$ cat config.mk
export PLATFORM = sky130hd
export DESIGN_NAME = pixel_capture_param_flat
export DESIGN_NICKNAME = d
export VERILOG_FILES = /design/src/rtl/pixel_capture_param_if.sv /design/src/rtl/pixel_capture_param.sv /design/src/flat_wrapper.sv
export SDC_FILE = /design/constraint.sdc
export NUM_CORES = 1
export LEC_CHECK = 0
export ABC_AREA = 1
export CAP_MARGIN = 5
export CORE_MARGIN = 3
export CORE_UTILIZATION = 32
export CTS_CLUSTER_DIAMETER = 40
export DETAILED_ROUTE_END_ITERATION = 12
export SLEW_MARGIN = 20
export SYNTH_ARGS = -nofsm -noshare
export SYNTH_HDL_FRONTEND = slang
export SYNTH_SLANG_ARGS = --single-unit
$ cat constraint.sdc
create_clock -name pclk -period 1.8 [get_ports pclk]
set_clock_uncertainty 0.2 [all_clocks]
set_input_delay 0.36 -clock pclk [delete_from_list [all_inputs] [get_ports pclk]]
set_output_delay 0.36 -clock pclk [all_outputs]
set_load 0.1 [all_outputs]
$ cat src/rtl/pixel_capture_param_if.sv
// Camera byte stream in, frame-buffer write port out.
// The master side drives the sensor signals; the slave side is the capture block.
interface pixel_capture_param_if #(
  parameter int PIX_W  = 12,
  parameter int ADDR_W = 19
);
  logic [7:0]        D;
  logic              vsync;
  logic              href;
  logic [PIX_W-1:0]  RGB;
  logic [ADDR_W-1:0] wr_addr;
  logic              wr_en;
  logic              frame_done;
  logic              pixel_err;

  modport master (
    output D, vsync, href,
    input  RGB, wr_addr, wr_en, frame_done, pixel_err
  );

  modport slave (
    input  D, vsync, href,
    output RGB, wr_addr, wr_en, frame_done, pixel_err
  );
endinterface

$ cat src/rtl/pixel_capture_param.sv
// Assembles camera byte pairs into RGB444/RGB565 pixels and writes a
// decimated, window-clipped image into a linear frame buffer.
module pixel_capture_param #(
  parameter int FMT      = 0,
  parameter int H_ACTIVE = 640,
  parameter int V_ACTIVE = 480,
  parameter int DECIM    = 1,
  parameter int ADDR_W   = 19
) (
  input logic pclk,
  input logic rst,
  pixel_capture_param_if.slave cam
);

  localparam int PIX_W = (FMT == 0) ? 12 : 16;
  localparam int COL_W = $clog2(H_ACTIVE + 1);
  localparam int ROW_W = $clog2(V_ACTIVE + 1);
  localparam logic [COL_W-1:0]  COL_MASK  = COL_W'(DECIM - 1);
  localparam logic [ROW_W-1:0]  ROW_MASK  = ROW_W'(DECIM - 1);
  localparam logic [ADDR_W-1:0] LAST_ADDR = ADDR_W'((H_ACTIVE / DECIM) * (V_ACTIVE / DECIM) - 1);

  typedef enum logic [1:0] {IDLE, ARMED, BYTE0, BYTE1} state_e;

  state_e            state_q, state_d;
  logic              vsync_q, vsync_d;
  logic              href_q, href_d;
  logic [7:0]        byte0_q, byte0_d;
  logic [COL_W-1:0]  col_q, col_d;
  logic [ROW_W-1:0]  row_q, row_d;
  logic [ADDR_W-1:0] addr_q, addr_d;
  logic [ADDR_W-1:0] wr_addr_q, wr_addr_d;
  logic [PIX_W-1:0]  rgb_q, rgb_d;
  logic              wr_en_q, wr_en_d;
  logic              frame_done_q, frame_done_d;
  logic              pixel_err_q, pixel_err_d;
  logic              wrote_q, wrote_d;

  logic [PIX_W-1:0]  pixel;
  logic              vsync_rise;
  logic              href_fall;
  logic              in_window;

  if (FMT == 0) begin : g_rgb444
    assign pixel = {byte0_q[3:0], cam.D};
  end else begin : g_rgb565
    assign pixel = {byte0_q, cam.D};
  end

  assign vsync_rise = cam.vsync & ~vsync_q;
  assign href_fall  = href_q & ~cam.href;
  assign in_window  = (col_q < COL_W'(H_ACTIVE)) && (row_q < ROW_W'(V_ACTIVE)) &&
                      ((col_q & COL_MASK) == '0) && ((row_q & ROW_MASK) == '0);

  always_comb begin
    state_d      = state_q;
    vsync_d      = cam.vsync;
    href_d       = cam.href;
    byte0_d      = byte0_q;
    col_d        = col_q;
    row_d        = row_q;
    addr_d       = addr_q;
    wr_addr_d    = wr_addr_q;
    rgb_d        = rgb_q;
    wr_en_d      = 1'b0;
    frame_done_d = 1'b0;
    pixel_err_d  = pixel_err_q;
    wrote_d      = wrote_q;

    if (vsync_rise) begin
      frame_done_d = wrote_q;
      wrote_d      = 1'b0;
    end

    if (state_q == IDLE) begin
      if (cam.vsync) state_d = ARMED;
    end else if (cam.vsync) begin
      col_d   = '0;
      row_d   = '0;
      addr_d  = '0;
      state_d = ARMED;
    end else begin
      case (state_q)
        ARMED, BYTE0: begin
          if (cam.href) begin
            byte0_d = cam.D;
            state_d = BYTE1;
          end else if (href_fall && state_q == BYTE0) begin
            col_d = '0;
            if (row_q != ROW_W'(V_ACTIVE)) row_d = row_q + ROW_W'(1);
          end
        end
        BYTE1: begin
          if (cam.href) begin
            if (in_window) begin
              rgb_d     = pixel;
              wr_addr_d = addr_q;
              wr_en_d   = 1'b1;
              wrote_d   = 1'b1;
              if (addr_q != LAST_ADDR) addr_d = addr_q + ADDR_W'(1);
            end
            if (col_q != COL_W'(H_ACTIVE)) col_d = col_q + COL_W'(1);
            state_d = BYTE0;
          end else if (href_fall) begin
            // Line ended halfway through a pixel: drop the lone byte.
            col_d       = '0;
            pixel_err_d = 1'b1;
            if (row_q != ROW_W'(V_ACTIVE)) row_d = row_q + ROW_W'(1);
            state_d     = BYTE0;
          end
        end
        default: state_d = IDLE;
      endcase
    end
  end

  always_ff @(posedge pclk) begin
    if (rst) begin
      state_q      <= IDLE;
      vsync_q      <= 1'b0;
      href_q       <= 1'b0;
      byte0_q      <= '0;
      col_q        <= '0;
      row_q        <= '0;
      addr_q       <= '0;
      wr_addr_q    <= '0;
      rgb_q        <= '0;
      wr_en_q      <= 1'b0;
      frame_done_q <= 1'b0;
      pixel_err_q  <= 1'b0;
      wrote_q      <= 1'b0;
    end else begin
      state_q      <= state_d;
      vsync_q      <= vsync_d;
      href_q       <= href_d;
      byte0_q      <= byte0_d;
      col_q        <= col_d;
      row_q        <= row_d;
      addr_q       <= addr_d;
      wr_addr_q    <= wr_addr_d;
      rgb_q        <= rgb_d;
      wr_en_q      <= wr_en_d;
      frame_done_q <= frame_done_d;
      pixel_err_q  <= pixel_err_d;
      wrote_q      <= wrote_d;
    end
  end

  assign cam.RGB        = rgb_q;
  assign cam.wr_addr    = wr_addr_q;
  assign cam.wr_en      = wr_en_q;
  assign cam.frame_done = frame_done_q;
  assign cam.pixel_err  = pixel_err_q;

endmodule

$ cat src/flat_wrapper.sv
// flat-port wrapper written by rule: the top's interface ports become plain ports
module pixel_capture_param_flat 
#(
  parameter int FMT      = 0,
  parameter int H_ACTIVE = 640,
  parameter int V_ACTIVE = 480,
  parameter int DECIM    = 1,
  parameter int ADDR_W   = 19
)
  (pclk, rst, cam_D, cam_vsync, cam_href, cam_RGB, cam_wr_addr, cam_wr_en, cam_frame_done, cam_pixel_err);
  pixel_capture_param_if #(.PIX_W(12), .ADDR_W(ADDR_W)) cam_i ();
  input logic pclk;
  input logic rst;
  input wire logic [$bits(cam_i.D)-1:0] cam_D;
  input wire logic [$bits(cam_i.vsync)-1:0] cam_vsync;
  input wire logic [$bits(cam_i.href)-1:0] cam_href;
  output wire logic [$bits(cam_i.RGB)-1:0] cam_RGB;
  output wire logic [$bits(cam_i.wr_addr)-1:0] cam_wr_addr;
  output wire logic [$bits(cam_i.wr_en)-1:0] cam_wr_en;
  output wire logic [$bits(cam_i.frame_done)-1:0] cam_frame_done;
  output wire logic [$bits(cam_i.pixel_err)-1:0] cam_pixel_err;
  assign cam_i.D = cam_D;
  assign cam_i.vsync = cam_vsync;
  assign cam_i.href = cam_href;
  assign cam_RGB = cam_i.RGB;
  assign cam_wr_addr = cam_i.wr_addr;
  assign cam_wr_en = cam_i.wr_en;
  assign cam_frame_done = cam_i.frame_done;
  assign cam_pixel_err = cam_i.pixel_err;
  pixel_capture_param #(.FMT(FMT), .H_ACTIVE(H_ACTIVE), .V_ACTIVE(V_ACTIVE), .DECIM(DECIM), .ADDR_W(ADDR_W)) u_core (.pclk(pclk), .rst(rst), .cam(cam_i));
endmodule
==> results.yml <==
status:
  status: "finished with violations"
  failed_checks: "negative setup slack"
floorplan:
  die_x_um: 114.8
  dieArea_um2: 13180
  die_y_um: 114.8
  core_area_um2: 11520
  initial_core_util: 0.3290
  num_io_pins: 46
  rows: 39
layout:
  layout_commonest_cell: "nand2_1"
  layout.nets: 670
  final_cell_mix: "nand2_1, dfxtp_1, nor2_1, a21oi_1, buf_4"
  final_layout_size_suffix_gt1_frac: 0.3084
  antenna_cells: 0
  multiInputGateArea_um2: 2163
  syn2layout_area_growth_pct: 55.55
  seq_area_um2: 1627
  nFillCells: 1069
  post-route-util: 0.5117
timing:
  fin_ws_ns: -0.02984
  finalCritPeriodShare: 1.017
  setup_viol: 7
  max-slew-margin-rel: 0.7206
  maxSlewViolCount: 0
  max_freq_mhz: 546.5
  period_minus_slack_ns: 1.830
  worst_pin_slew_ns: 0.4159
  hold_viol: 0
  rsz0062_at_grt: "true"
  hold_slack_ns: 0.1786
global_routing:
  grt_overflow: 0
  grt_pass1_wl_um: 16770
  grt_max_degree: 35
  antenna_found_initial: 0
  grt_usage: 0.1555
  grt_pass1_vias: 3673
placed_design:
  place_hpwl_um: 7271
  numPortBuffers: 45
  gp_congestion: 0.8122
clock_network:
  cts.clk_slew.worst_paths_ns: 0.06
  cts_made_buffers: 9
  clockBufferDepth: 2
  cts_tree: "yes"
  cts-root-buf: "clkbuf_16"
  worstSkewPairLatency_ns: 0.34
  cts_hold_buf: 0
  htree_levels: 3
  clock-sinks: 81
route:
  drt_first_pass_iters: 6
  drc: 0
  drt-vias-per-instance: 4.930
  drtIter0Drc: 215
  vias: 3934
  wirelength_um: 10760
  antenna_left: 0
  detail_route.wl_per_cell_um: 13.48
yosys:
  yosysSeqAreaShare: 0.4280
  ys_seq_elements: 81
  ys_top_cells_by_area: "dfxtp_1, nand2_1, a21oi_1"
  synth_top_area_share: 0.4280
  syn_avg_cell_area_um2: 6.926
  synthCells: 547
  synth_nets: 567
  netlist_area_um2: 3789
  synth_cell_type_count: 27
  yosysWarnings: 0
  yosys.area.top_type: "dfxtp_1"
hold_path:
  hp-class: "input pin to flip-flop"
  hold_start: "rst"
worst_setup_path:
  arrival_ns: 1.85
  cp_num_buf_inv: 2
  crit_family: "simple AND/OR/NAND/NOR gates"
  cpMostUsedCell: "nand2_1"
  cpMaxStageDelayCell: "dfxtp_2"
  setup.worst_path.class: "flip-flop to flip-flop"
  r2r-start: "u_core.state_q[0]$_SDFFE_PP0P_"
  critPathCaptureType: "flip-flop"
  crit_fanout: 7
  crit_start: "u_core.state_q[0]$_SDFFE_PP0P_"
  max_stage_delay_ns: 0.33
  cp.required_ns: 1.82
  path_cells: "ha_2 -> inv_2 -> nor2_1 -> nand2_1 -> nand2_1 -> nand2_1 -> nand2_1 -> nor2_1 -> buf_6 -> nand2_1 -> o21ai_0 -> a21oi_1"
  worstSetupStartpointType: "flip-flop"
job:
  maxCapViolations: 0
pwr:
  p_per_area_nw_per_um2: 758.0
  ir_drop_mv: 0.4747
  leakagePower_nw: 2.200
cell type report:
type / instances / area share
timing repair buffer: 114 / 0.2401
sequential: 81 / 0.2760
tap: 143 / 0.03036
multi-input combinational: 397 / 0.3671
clock buffer: 10 / 0.03885
inverter: 47 / 0.03206
clock inverter: 6 / 0.01550
what timing repair did:
item | CTS | global route
resized for setup | 24 | 79
cloned | 0 | 2
endpoints found under the setup margin | 75 | 74
setup buffers | 1 | 2
pin swaps | 5 | 18
hold endpoints to repair | 0 | 0
per-layer routing:
layer,global-route usage,share of wire
met5,0,0
met4,0.04695,0.011
met3,0.04263,0.056
met2,0.2549,0.50
met1,0.2007,0.43
per-stage QoR:
| step | std cells | setup slack (ns) | power, W | area [um^2] | setup TNS (ns) |
|---|---|---|---|---|---|
| finish | 798 | -0.02984 | 0.004467 | 5893 | -0.09497 |
| global route | 798 | -0.1707 | 0.004625 | 5893 | -5.280 |
| CTS | 794 | -0.008156 | 0.004387 | 5553 | -0.008156 |
| detailed placement | 777 | -0.4004 | 0.002373 | 5161 | -26.10 |
| global placement | 777 | -0.3612 | 0.002359 | 5161 | -24.16 |
| floorplan | 547 | 0.004965 | 0.002144 | 3789 | 0 |
Yosys cell counts:
cell / number
a211oi_1: 1
a21boi_0: 1
a21oi_1: 66
buf_1: 2
buf_2: 7
buf_4: 1
buf_6: 2
clkbuf_1: 10
dfxtp_1: 81
ha_1: 8
inv_1: 41
inv_2: 6
nand2_1: 131
nand2_2: 5
nand2_4: 1
nand3_1: 60
nand3b_1: 7
nand4_1: 9
nor2_1: 65
nor2_2: 2
nor2_4: 2
nor3_1: 9
nor4_1: 3
o21ai_0: 17
o21ai_1: 6
o31ai_1: 1
xor2_1: 3
flip-flops by register name, summed over array words and instances, names as in the netlist:
register	count
u_core.col_q	10
u_core.cam.wr_en	1
u_core.vsync_q	1
u_core.cam.frame_done	1
u_core.href_q	1
u_core.wrote_q	1
u_core.byte0_q	4
u_core.cam.wr_addr	19
u_core.cam.RGB	12
u_core.row_q	9
u_core.state_q	2
u_core.cam.pixel_err	1
u_core.addr_q	19
tightest hold or removal path, delay by kind of cell:
family / cells / cell delay [ns]
compound gates: 1 / 0.09
simple gates: 1 / 0.04
buf+inv: 2 / 0.18
power by group:
part	switching (W)	total (W)	internal, W
Clock	0.000756	0.00198	0.00122
Sequential	0.0000232	0.00185	0.00182
Combinational	0.000356	0.000641	0.000286
logic make-up (layout without fill, tap and decap cells):
kind of cell             after synthesis  after routing  synth area share
AO/OA/AOI/OAI                         92             92            0.1235
XOR/XNOR                               3              3          0.006937
adder cells (fa/ha/maj)                8              8           0.02642
buffers and inverters                 69            177           0.07563
flip-flops                            81             81            0.4280
AND/OR/NAND/NOR                      294            294            0.3395
worst paths after layout:
check             slack [ns]                                to  cells after the start
setup / recovery       -0.03      u_core.col_q[7]$_SDFFE_PP0P_                     12
hold / removal          0.18    u_core.byte0_q[0]$_SDFFE_PP0P_                      4
setup reg to reg       -0.03      u_core.col_q[7]$_SDFFE_PP0P_                     12
hold reg to reg         0.22  u_core.cam.frame_done$_SDFF_PP0_                      1
No activity file was read; power rests on OpenSTA's default activity.
